===== src/rtl/tt_defs.vh =====
// Selection address geometry shared by the tt_ctrl_drv block and its users.
// Address layout is {row, side, col}; only the field positions live here.
`ifndef TT_DEFS_VH
`define TT_DEFS_VH
`define TT_SEL_W    10
`define TT_ROW_MSB  9
`define TT_ROW_LSB  6
`define TT_SIDE_BIT 5
`define TT_COL_MSB  4
`define TT_COL_LSB  0
`endif


===== src/rtl/tt_ctrl_drv_pkg.sv =====
// Shared types and helpers for the tile selection control driver.
`include "tt_defs.vh"

package tt_ctrl_drv_pkg;

  localparam int SEL_W = `TT_SEL_W;
  localparam int TMR_W = 8;

  typedef enum logic [2:0] {
    ST_IDLE,
    ST_RESET,
    ST_INC_HI,
    ST_INC_LO,
    ST_SETTLE,
    ST_ENABLE
  } state_t;

  function automatic logic [SEL_W-1:0] tt_addr(input logic [3:0] row,
                                               input logic       side,
                                               input logic [4:0] col);
    logic [SEL_W-1:0] a;
    a = '0;
    a[`TT_ROW_MSB:`TT_ROW_LSB] = row;
    a[`TT_SIDE_BIT]            = side;
    a[`TT_COL_MSB:`TT_COL_LSB] = col;
    return a;
  endfunction

endpackage


===== src/rtl/tt_ctrl_drv_timer.sv =====
// Load/decrement down-counter; zero flag reflects the registered count.
import tt_ctrl_drv_pkg::*;

module tt_ctrl_drv_timer (
  input  logic             clk,
  input  logic             rst,
  input  logic             load,
  input  logic [TMR_W-1:0] load_val,
  input  logic             dec,
  output logic             zero
);

  logic [TMR_W-1:0] cnt_q, cnt_d;

  always_comb begin
    cnt_d = cnt_q;
    if (load) begin
      cnt_d = load_val;
    end else if (dec && (cnt_q != '0)) begin
      cnt_d = cnt_q - 1'b1;
    end
  end

  always_ff @(posedge clk) begin
    if (rst) begin
      cnt_q <= '0;
    end else begin
      cnt_q <= cnt_d;
    end
  end

  assign zero = (cnt_q == '0);

endmodule


===== src/rtl/tt_ctrl_drv.sv =====
// Drives the remote ripple-counter design selector: optional counter reset,
// N increment pulses, a settle wait, then the enable with a done pulse.
`include "tt_defs.vh"
import tt_ctrl_drv_pkg::*;

module tt_ctrl_drv #(
  parameter int unsigned RST_CYCLES    = 4,
  parameter int unsigned INC_HI_CYCLES = 2,
  parameter int unsigned INC_LO_CYCLES = 2,
  parameter int unsigned SETTLE_CYCLES = 8
) (
  input  logic                 clk,
  input  logic                 rst,
  input  logic                 req_valid,
  output logic                 req_ready,
  input  logic [`TT_SEL_W-1:0] req_addr,
  input  logic                 req_ena,
  input  logic                 req_force_rst,
  output logic                 ctrl_sel_rst_n,
  output logic                 ctrl_sel_inc,
  output logic                 ctrl_ena,
  output logic                 done,
  output logic [`TT_SEL_W-1:0] cur_addr,
  output logic                 cur_valid
);

  // Timer holds (length - 1) so a state lasts exactly its cycle count.
  localparam logic [TMR_W-1:0] RST_LD    = TMR_W'(RST_CYCLES - 1);
  localparam logic [TMR_W-1:0] HI_LD     = TMR_W'(INC_HI_CYCLES - 1);
  localparam logic [TMR_W-1:0] LO_LD     = TMR_W'(INC_LO_CYCLES - 1);
  localparam logic [TMR_W-1:0] SETTLE_LD = TMR_W'(SETTLE_CYCLES - 1);

  state_t           state_q, state_d;
  logic             rst_n_q, rst_n_d;
  logic             inc_q, inc_d;
  logic             ena_q, ena_d;
  logic             done_q, done_d;
  logic             ready_q, ready_d;
  logic [SEL_W-1:0] cur_addr_q, cur_addr_d;
  logic             cur_valid_q, cur_valid_d;
  logic [SEL_W-1:0] pcnt_q, pcnt_d;
  logic             ena_lat_q, ena_lat_d;

  logic             tmr_load, tmr_dec, tmr_zero;
  logic [TMR_W-1:0] tmr_val;
  logic             full_mode;
  logic [SEL_W-1:0] diff;

  assign full_mode = req_force_rst | ~cur_valid_q | (req_addr < cur_addr_q);
  assign diff      = req_addr - cur_addr_q;

  tt_ctrl_drv_timer u_timer (
    .clk      (clk),
    .rst      (rst),
    .load     (tmr_load),
    .load_val (tmr_val),
    .dec      (tmr_dec),
    .zero     (tmr_zero)
  );

  always_comb begin
    state_d     = state_q;
    rst_n_d     = rst_n_q;
    inc_d       = inc_q;
    ena_d       = ena_q;
    done_d      = 1'b0;
    ready_d     = ready_q;
    cur_addr_d  = cur_addr_q;
    cur_valid_d = cur_valid_q;
    pcnt_d      = pcnt_q;
    ena_lat_d   = ena_lat_q;
    tmr_load    = 1'b0;
    tmr_val     = '0;
    tmr_dec     = 1'b0;
    case (state_q)
      ST_IDLE: begin
        inc_d   = 1'b0;
        rst_n_d = cur_valid_q;
        ready_d = 1'b1;
        if (req_valid && ready_q) begin
          ready_d   = 1'b0;
          ena_d     = 1'b0;
          ena_lat_d = req_ena;
          tmr_load  = 1'b1;
          if (full_mode) begin
            state_d = ST_RESET;
            rst_n_d = 1'b0;
            pcnt_d  = req_addr;
            tmr_val = RST_LD;
          end else if (diff == '0) begin
            state_d = ST_SETTLE;
            pcnt_d  = '0;
            tmr_val = SETTLE_LD;
          end else begin
            state_d    = ST_INC_HI;
            inc_d      = 1'b1;
            cur_addr_d = cur_addr_q + 1'b1;
            pcnt_d     = diff - 1'b1;
            tmr_val    = HI_LD;
          end
        end
      end
      ST_RESET: begin
        if (tmr_zero) begin
          rst_n_d     = 1'b1;
          cur_valid_d = 1'b1;
          cur_addr_d  = '0;
          tmr_load    = 1'b1;
          if (pcnt_q == '0) begin
            state_d = ST_SETTLE;
            tmr_val = SETTLE_LD;
          end else begin
            state_d    = ST_INC_HI;
            inc_d      = 1'b1;
            cur_addr_d = SEL_W'(1);
            pcnt_d     = pcnt_q - 1'b1;
            tmr_val    = HI_LD;
          end
        end else begin
          tmr_dec = 1'b1;
        end
      end
      ST_INC_HI: begin
        if (tmr_zero) begin
          state_d  = ST_INC_LO;
          inc_d    = 1'b0;
          tmr_load = 1'b1;
          tmr_val  = LO_LD;
        end else begin
          tmr_dec = 1'b1;
        end
      end
      ST_INC_LO: begin
        if (tmr_zero) begin
          tmr_load = 1'b1;
          if (pcnt_q == '0) begin
            state_d = ST_SETTLE;
            tmr_val = SETTLE_LD;
          end else begin
            state_d    = ST_INC_HI;
            inc_d      = 1'b1;
            cur_addr_d = cur_addr_q + 1'b1;
            pcnt_d     = pcnt_q - 1'b1;
            tmr_val    = HI_LD;
          end
        end else begin
          tmr_dec = 1'b1;
        end
      end
      ST_SETTLE: begin
        if (tmr_zero) begin
          state_d = ST_ENABLE;
          done_d  = 1'b1;
          ena_d   = ena_lat_q;
        end else begin
          tmr_dec = 1'b1;
        end
      end
      ST_ENABLE: begin
        state_d = ST_IDLE;
        ready_d = 1'b1;
        rst_n_d = cur_valid_q;
      end
      default: begin
        state_d = ST_IDLE;
      end
    endcase
  end

  always_ff @(posedge clk) begin
    if (rst) begin
      state_q     <= ST_IDLE;
      rst_n_q     <= 1'b0;
      inc_q       <= 1'b0;
      ena_q       <= 1'b0;
      done_q      <= 1'b0;
      ready_q     <= 1'b0;
      cur_addr_q  <= '0;
      cur_valid_q <= 1'b0;
      pcnt_q      <= '0;
      ena_lat_q   <= 1'b0;
    end else begin
      state_q     <= state_d;
      rst_n_q     <= rst_n_d;
      inc_q       <= inc_d;
      ena_q       <= ena_d;
      done_q      <= done_d;
      ready_q     <= ready_d;
      cur_addr_q  <= cur_addr_d;
      cur_valid_q <= cur_valid_d;
      pcnt_q      <= pcnt_d;
      ena_lat_q   <= ena_lat_d;
    end
  end

  assign req_ready      = ready_q;
  assign ctrl_sel_rst_n = rst_n_q;
  assign ctrl_sel_inc   = inc_q;
  assign ctrl_ena       = ena_q;
  assign done           = done_q;
  assign cur_addr       = cur_addr_q;
  assign cur_valid      = cur_valid_q;

endmodule


===== config.mk =====
export PLATFORM = sky130hd
export DESIGN_NAME = tt_ctrl_drv
export DESIGN_NICKNAME = d
export VERILOG_FILES = /design/src/rtl/tt_ctrl_drv_pkg.sv /design/src/rtl/tt_ctrl_drv_timer.sv /design/src/rtl/tt_ctrl_drv.sv
export VERILOG_INCLUDE_DIRS = /design/src /design/src/rtl
export SDC_FILE = /design/constraint.sdc
export NUM_CORES = 1
export LEC_CHECK = 0
export CAP_MARGIN = 40
export CELL_PAD_IN_SITES_DETAIL_PLACEMENT = 0
export CELL_PAD_IN_SITES_GLOBAL_PLACEMENT = 2
export CORE_MARGIN = 1
export CORE_UTILIZATION = 30
export CTS_BUF_LIST = sky130_fd_sc_hd__clkbuf_8
export CTS_CLUSTER_DIAMETER = 100
export DETAILED_ROUTE_END_ITERATION = 6
export PLACE_DENSITY_LB_ADDON = 0.1
export SLEW_MARGIN = 40
export SYNTH_ARGS = -nofsm -noshare
export SYNTH_HDL_FRONTEND = slang
export SYNTH_HIERARCHICAL = 1
export SYNTH_SLANG_ARGS = --single-unit

===== constraint.sdc =====
create_clock -name clk -period 3.5 [get_ports clk]
set_input_delay 0.35 -clock clk [delete_from_list [all_inputs] [get_ports clk]]
set_output_delay 0.35 -clock clk [all_outputs]
set_load 0.1 [all_outputs]

=== Yosys cells after proc, flatten, opt, wreduce, memory -nomap -nowiden ===
Cells that the tools add are included.

* Add/sub/neg operators: 5
* Magnitude comparators: 1
* Equality and inequality tests: 15
* Multiplexer cells: 52
* Bitwise logic cells: 4
* Reduce and logical (&&, ||, !) cells: 26

{| class="wikitable"
|+ Operators by type and width
! operator !! number
|-
| $mux 10 || 11
|-
| $mux 3 || 11
|-
| $pmux 10 s3 || 1
|-
| $mux 8 || 3
|-
| $pmux 8 s3 || 1
|-
| $logic_not 10->1 || 2
|-
| $pmux 10 s2 || 1
|-
| $sub 10x1->10 const B || 2
|-
| $mux 1 || 18
|-
| $ne 2x2->1 const B || 9
|-
| $pmux 3 s4 || 1
|-
| $reduce_and 4->1 || 3
|-
| $add 10x1->10 const B || 1
|-
| $lt 10x10->1 || 1
|-
| $sub 10x10->10 || 1
|-
| $reduce_bool 3->1 || 3
|-
| $logic_not 8->1 || 1
|-
| $reduce_bool 2->1 || 4
|-
| $reduce_bool 8->1 || 1
|-
| $sub 8x1->8 const B || 1
|-
| $reduce_and 7->1 || 1
|-
| $eq 3x2->1 const B || 2
|-
| $eq 3x3->1 const B || 2
|-
| $pmux 1 s2 || 3
|-
| other kinds (12) || 19
|}

* Flip-flop bits (word level): 38
* Input bits: 15
* Word-level logic and storage cells: 114

=== Logic depth before layout (Yosys ltp) ===
* Depth in word-level cells: 7
* Mapped depth: 13

=== Hierarchy ===
The synthesis kept the hierarchy.

{| class="wikitable"
|+ By module, submodules not included
! module !! instances !! cells an instance !! area each (um2)
|-
| tt_ctrl_drv || 1 || 361 || 2,662.6
|-
| tt_ctrl_drv_timer || 1 || 59 || 515.5
|}

=== Least setup slack after synthesis ===
No wires, ideal clock.

* Path kind: reg-to-reg
* Start: register cur_addr_q[0] (netlist: cur_addr[0])
* End: register cur_addr_q[7] (netlist: cur_addr[7])
* Library setup time: 0.123 ns
* Data arrival time: 3.465 ns
* Required time: 3.377 ns
* Setup slack: -0.088 ns
* Cell stages (with the launch flop): 11
* Buffers on the path: 0
* Cells stage by stage: dfxtp_1 -> ha_1 -> fa_1 -> nand2b_2 -> a211oi_2 -> a2111oi_4 -> o32ai_2 -> and4bb_4 -> a21o_1 -> or3_1 -> mux2_1

* Word-level cells in the longest chain between the ends: 5
* Elaborated cells on any way between the ends: 14
* Those cells by class: add/sub: 2; order compare: 1; eq/ne: 2; mux: 6; bitwise: 1; reduce/logical: 2

{| class="wikitable"
|+ Ends and longest elaborated chain
! element !! line !! source
|-
| from (decl) || tt_ctrl_drv.sv:39 || <nowiki>logic [SEL_W-1:0] cur_addr_q, cur_addr_d;</nowiki>
|-
| from (signal assigned) || tt_ctrl_drv.sv:189 || <nowiki>cur_addr_q <= cur_addr_d;</nowiki>
|-
| branches (longest 5 deep; another with $sub 10x10->10) || n/a ||
|}

Several ways; the timed one is not identified. The select of a mux whose other input is x is not followed.
A chain may end at the register's enable or synchronous reset.

=== Final worst setup path ===
* Start: input req_addr[0]
* End: register cur_addr_q[7] (netlist: cur_addr[7])

* Word-level cells in the longest chain between the ends: 4
* Elaborated cells on any way between the ends: 7
* Those cells by class: add/sub: 1; order compare: 1; eq/ne: 2; bitwise: 1; reduce/logical: 2

{| class="wikitable"
|+ Ends and longest elaborated chain
! element !! line !! source
|-
| from (decl) || tt_ctrl_drv.sv:16 || <nowiki>input logic [`TT_SEL_W-1:0] req_addr,</nowiki>
|-
| $sub 10x10->10 / $lt 10x10->1 (equally long branches) || tt_ctrl_drv.sv:50, tt_ctrl_drv.sv:49 ||
|-
| $logic_not 10->1 / $or 1x1->1 (equally long branches) || tt_ctrl_drv.sv:90, tt_ctrl_drv.sv:49 ||
|-
| $ne 2x2->1 (no line) || n/a ||
|-
| $reduce_and 7->1 (no line) (*) || n/a ||
|}

Mark *: on every way between the ends. The rest lies on a longest branch, timed or not.

==> qor.yml <==
status:
  outcome: "finished clean"
synth:
  synthArstFlopShare_pct: 0
  ys_seq_elements: 38
  syn-cell-area_um2: 3180
  synth-seq-area-share_pct: 23.9
  yosysWarnings: 6
  synth_area_per_cell_um2: 7.57
  synthFlopType: "dfxtp_1"
  synth_edf_count: 0
  synth_cell_types: 75
  syn_inst: 420
route:
  drt_iter0_drc: 127
  vias_per_cell: 5.31
  num_vias: 3274
  drc: 0
  drt_pass1_iterations: 5
  wirelength_mm: 9.67
  post_drt_wl_per_cell_um: 15.7
  ant_nets: 0
die:
  fp.dieW_um: 105
  die-area_um2: 11000
  core_um2: 10300
  die-height_um: 105
  ioPinCount: 31
  num_rows: 37
  initial_core_util_pct: 30.9
pwr:
  power_mw: 2.65
  p_per_area_nw_per_um2: 678
  leakagePower_nw: 1.47
  ir_worst_vdd_v: 0.000314
setup_path:
  critical_path_peak_fanout: 5
  critPathKind: "in2reg"
  r2r-start: "cur_addr[1]"
  worstSetupEndpointType: "flip-flop"
  critPathLaunch: "req_addr[0]"
  crit_path_end: "cur_addr[7]"
  reg2regPathDepth: 9
  start_kind: "input port"
  cp.arrival_ns: 3.51
  r2r_end: "cur_addr[7]"
  required_ns: 3.68
  rrSetupSlack_ns: 0.38
timing:
  rsz0062_at_grt: "no"
  finalSetupViolCount: 0
  layout_min_cycle_time_ns: 3.34
  final-hold-violation-count: 0
  drv_slew: 0
  worst_hold_slack_ns: 0.471
  maxSlewHeadroom_pct: 58.7
  finClkSkew_ns: 0.0169
  max_freq_mhz: 300
  tns_ns: 0
  min_period_over_period_pct: 95.3
  worst_pin_slew_ns: 0.619
global_route:
  grt_pass1_wl_mm: 16.0
  grt_antenna_before_repair: 0
  track_usage_pct: 18.1
  grt_max_degree: 29
  grt_overflow: 0
  grt_pass1_vias: 3159
worst_hold_path:
  hold_class: "reg2reg"
clocking:
  cts_made_buffers: 5
  cts_tree: "yes"
  clock_path_buffers: 2
  cts.htree.levels: 2
  cts.sinks: 38
  clk_latency_ns: 0.30
  postCtsHoldBufs: 0
  cts_root_buf: "clkbuf_8"
  path_clk_slew_ns: 0.09
final_layout:
  final_layout_size_suffix_gt1_share_pct: 19.3
  fin_area_um2: 3910
  area_growth_pct: 23.1
  fin_util_pct: 38.1
  nNetsFinal: 512
  fill_cells: 1107
  antennaDiodeCount: 0
placement:
  place_hpwl_mm: 7.46
  port_buffers: 30
  placed_area_um2: 3790
  gp_congestion: 0.827
run:
  drv_cap: 0
-- worst min-delay path by stage --
stage / start / to / slack (ns) / cells after the start
finish: ena_lat_q / ena_lat_q / 0.47 / 2
global route: ena_lat_q / ena_lat_q / 0.49 / 2
CTS: ena_lat_q / ena_lat_q / 0.48 / 2
detailed placement: ena_lat_q / ena_lat_q / 0.46 / 2
global placement: ena_lat_q / ena_lat_q / 0.45 / 2
floorplan: ena_lat_q / ena_lat_q / 0.44 / 2
-- Yosys cell counts, types with 3 or more instances --
cell type | instances | area [um^2]
or3_1 | 12 | 75.1
nor3b_1 | 5 | 37.5
a221oi_1 | 5 | 43.8
a21o_1 | 7 | 52.6
nor3_1 | 9 | 45.0
a211oi_1 | 11 | 82.6
nand4_1 | 7 | 43.8
xnor2_1 | 12 | 105
dfxtp_1 | 38 | 761
ha_1 | 16 | 200
mux2i_1 | 3 | 30.0
or4_1 | 3 | 22.5
o211ai_1 | 4 | 30.0
a211oi_2 | 3 | 37.5
nand3_1 | 12 | 60.1
o21ai_0 | 24 | 120
clkbuf_1 | 14 | 52.6
inv_1 | 24 | 90.1
nand3b_1 | 4 | 30.0
a21oi_1 | 44 | 220
a31oi_1 | 6 | 37.5
xor2_1 | 4 | 35.0
nand2b_1 | 6 | 37.5
o21a_1 | 3 | 22.5
nand2_1 | 31 | 116
nor2_1 | 48 | 180
nor4_1 | 3 | 18.8
buf_1 | 3 | 11.3
-- layout make-up --
class	instances	area (um^2)	share of cell area, %
multi-input combinational	341	2270	58.1
sequential	38	766	19.6
timing repair buffer	69	513	13.1
tap	136	170	4.35
inverter	25	93.8	2.40
clock buffer	6	82.6	2.11
clock inverter	2	12.5	0.320
-- placed cells by master (no fill, tap or decap), types with 3 or more instances in the layout --
cell and n:
nor3b_1 5, nand4_1 7, a31oi_1 6, nand3_1 12
or4_1 3, conb_1 5, nand3b_1 4, clkdlybuf4s50_1 14
xor2_1 4, clkbuf_8 6, dfxtp_2 4, a21o_1 7
inv_1 24, o21a_1 3, dfxtp_1 34, nor2_1 48
a211oi_2 4, nand2_1 31, a221oi_1 5, buf_2 16
mux2i_1 3, a211oi_1 10, a21oi_1 43, xnor2_1 12
or3_1 12, ha_1 16, nand2b_1 6, buf_4 39
nor3_1 9, o21ai_0 24, o211ai_1 4
-- cells by family after synthesis --
logic type | after synthesis | synth area share (%)
AOI/OAI and AO/OA | 141 | 31.6
xor gates and xnor gates | 16 | 4.41
adders and majority gates | 17 | 6.93
buffers and inverters | 45 | 5.71
DFF | 38 | 23.9
muxes | 4 | 1.30
other | 1 | 0.118
and+or+nand+nor | 158 | 26.0
-- per-layer routing --
layer  part of all wire (%)  vias up  global-route usage [%]  wire, um
met5                      0        -                       0         0
met4                   0.76        0                    3.52        74
met3                    3.7        7                    2.43       354
met2                     46       57                    30.7      4450
met1                     50     1534                    24.5      4790
li1                       -     1676                       -         -
-- worst max-delay path: stages --
cell and delay [ns]:
clkdlybuf4s50_1 0.45, inv_1 0.05, ha_1 0.22, fa_1 0.42
nand2b_2 0.27, a211oi_2 0.37, a2111oi_4 0.13, o31ai_4 0.27
o21ai_1 0.11, a21o_1 0.22, or3_1 0.32, mux2_1 0.31
-- power by group --
group	internal, mW	total (mW)	switching (mW)	leakage (nW)
clock	0.159	0.334	0.176	0.0472
combinational	0.584	1.61	1.03	1.11
sequential	0.557	0.706	0.150	0.312
-- what timing repair did --
| item | in CTS | in global routing |
|---|---|---|
| setup endpoints to repair | 0 | 8 |
| hold endpoints to repair | 0 | 0 |
| resized for setup | 0 | 3 |
| buffers inserted | 0 | 1 |
-- stage by stage --
| stage | worst slack, ns | std cells |
|---|---|---|
| floorplan | 0.0334 | 424 |
| global placement | -0.0468 | 608 |
| CTS | 0.161 | 616 |
| global route | 0.0189 | 617 |
| finish | 0.164 | 617 |
| detailed placement | -0.138 | 608 |
-- registers in the layout, indices dropped and copies added, names as in the netlist --
signal	flops
ctrl_sel_inc	1
ctrl_ena	1
cur_addr	10
ena_lat_q	1
u_timer/cnt_q	8
state_q	3
req_ready	1
pcnt_q	10
cur_valid	1
ctrl_sel_rst_n	1
done	1
(Power assumes the default switching activity.)
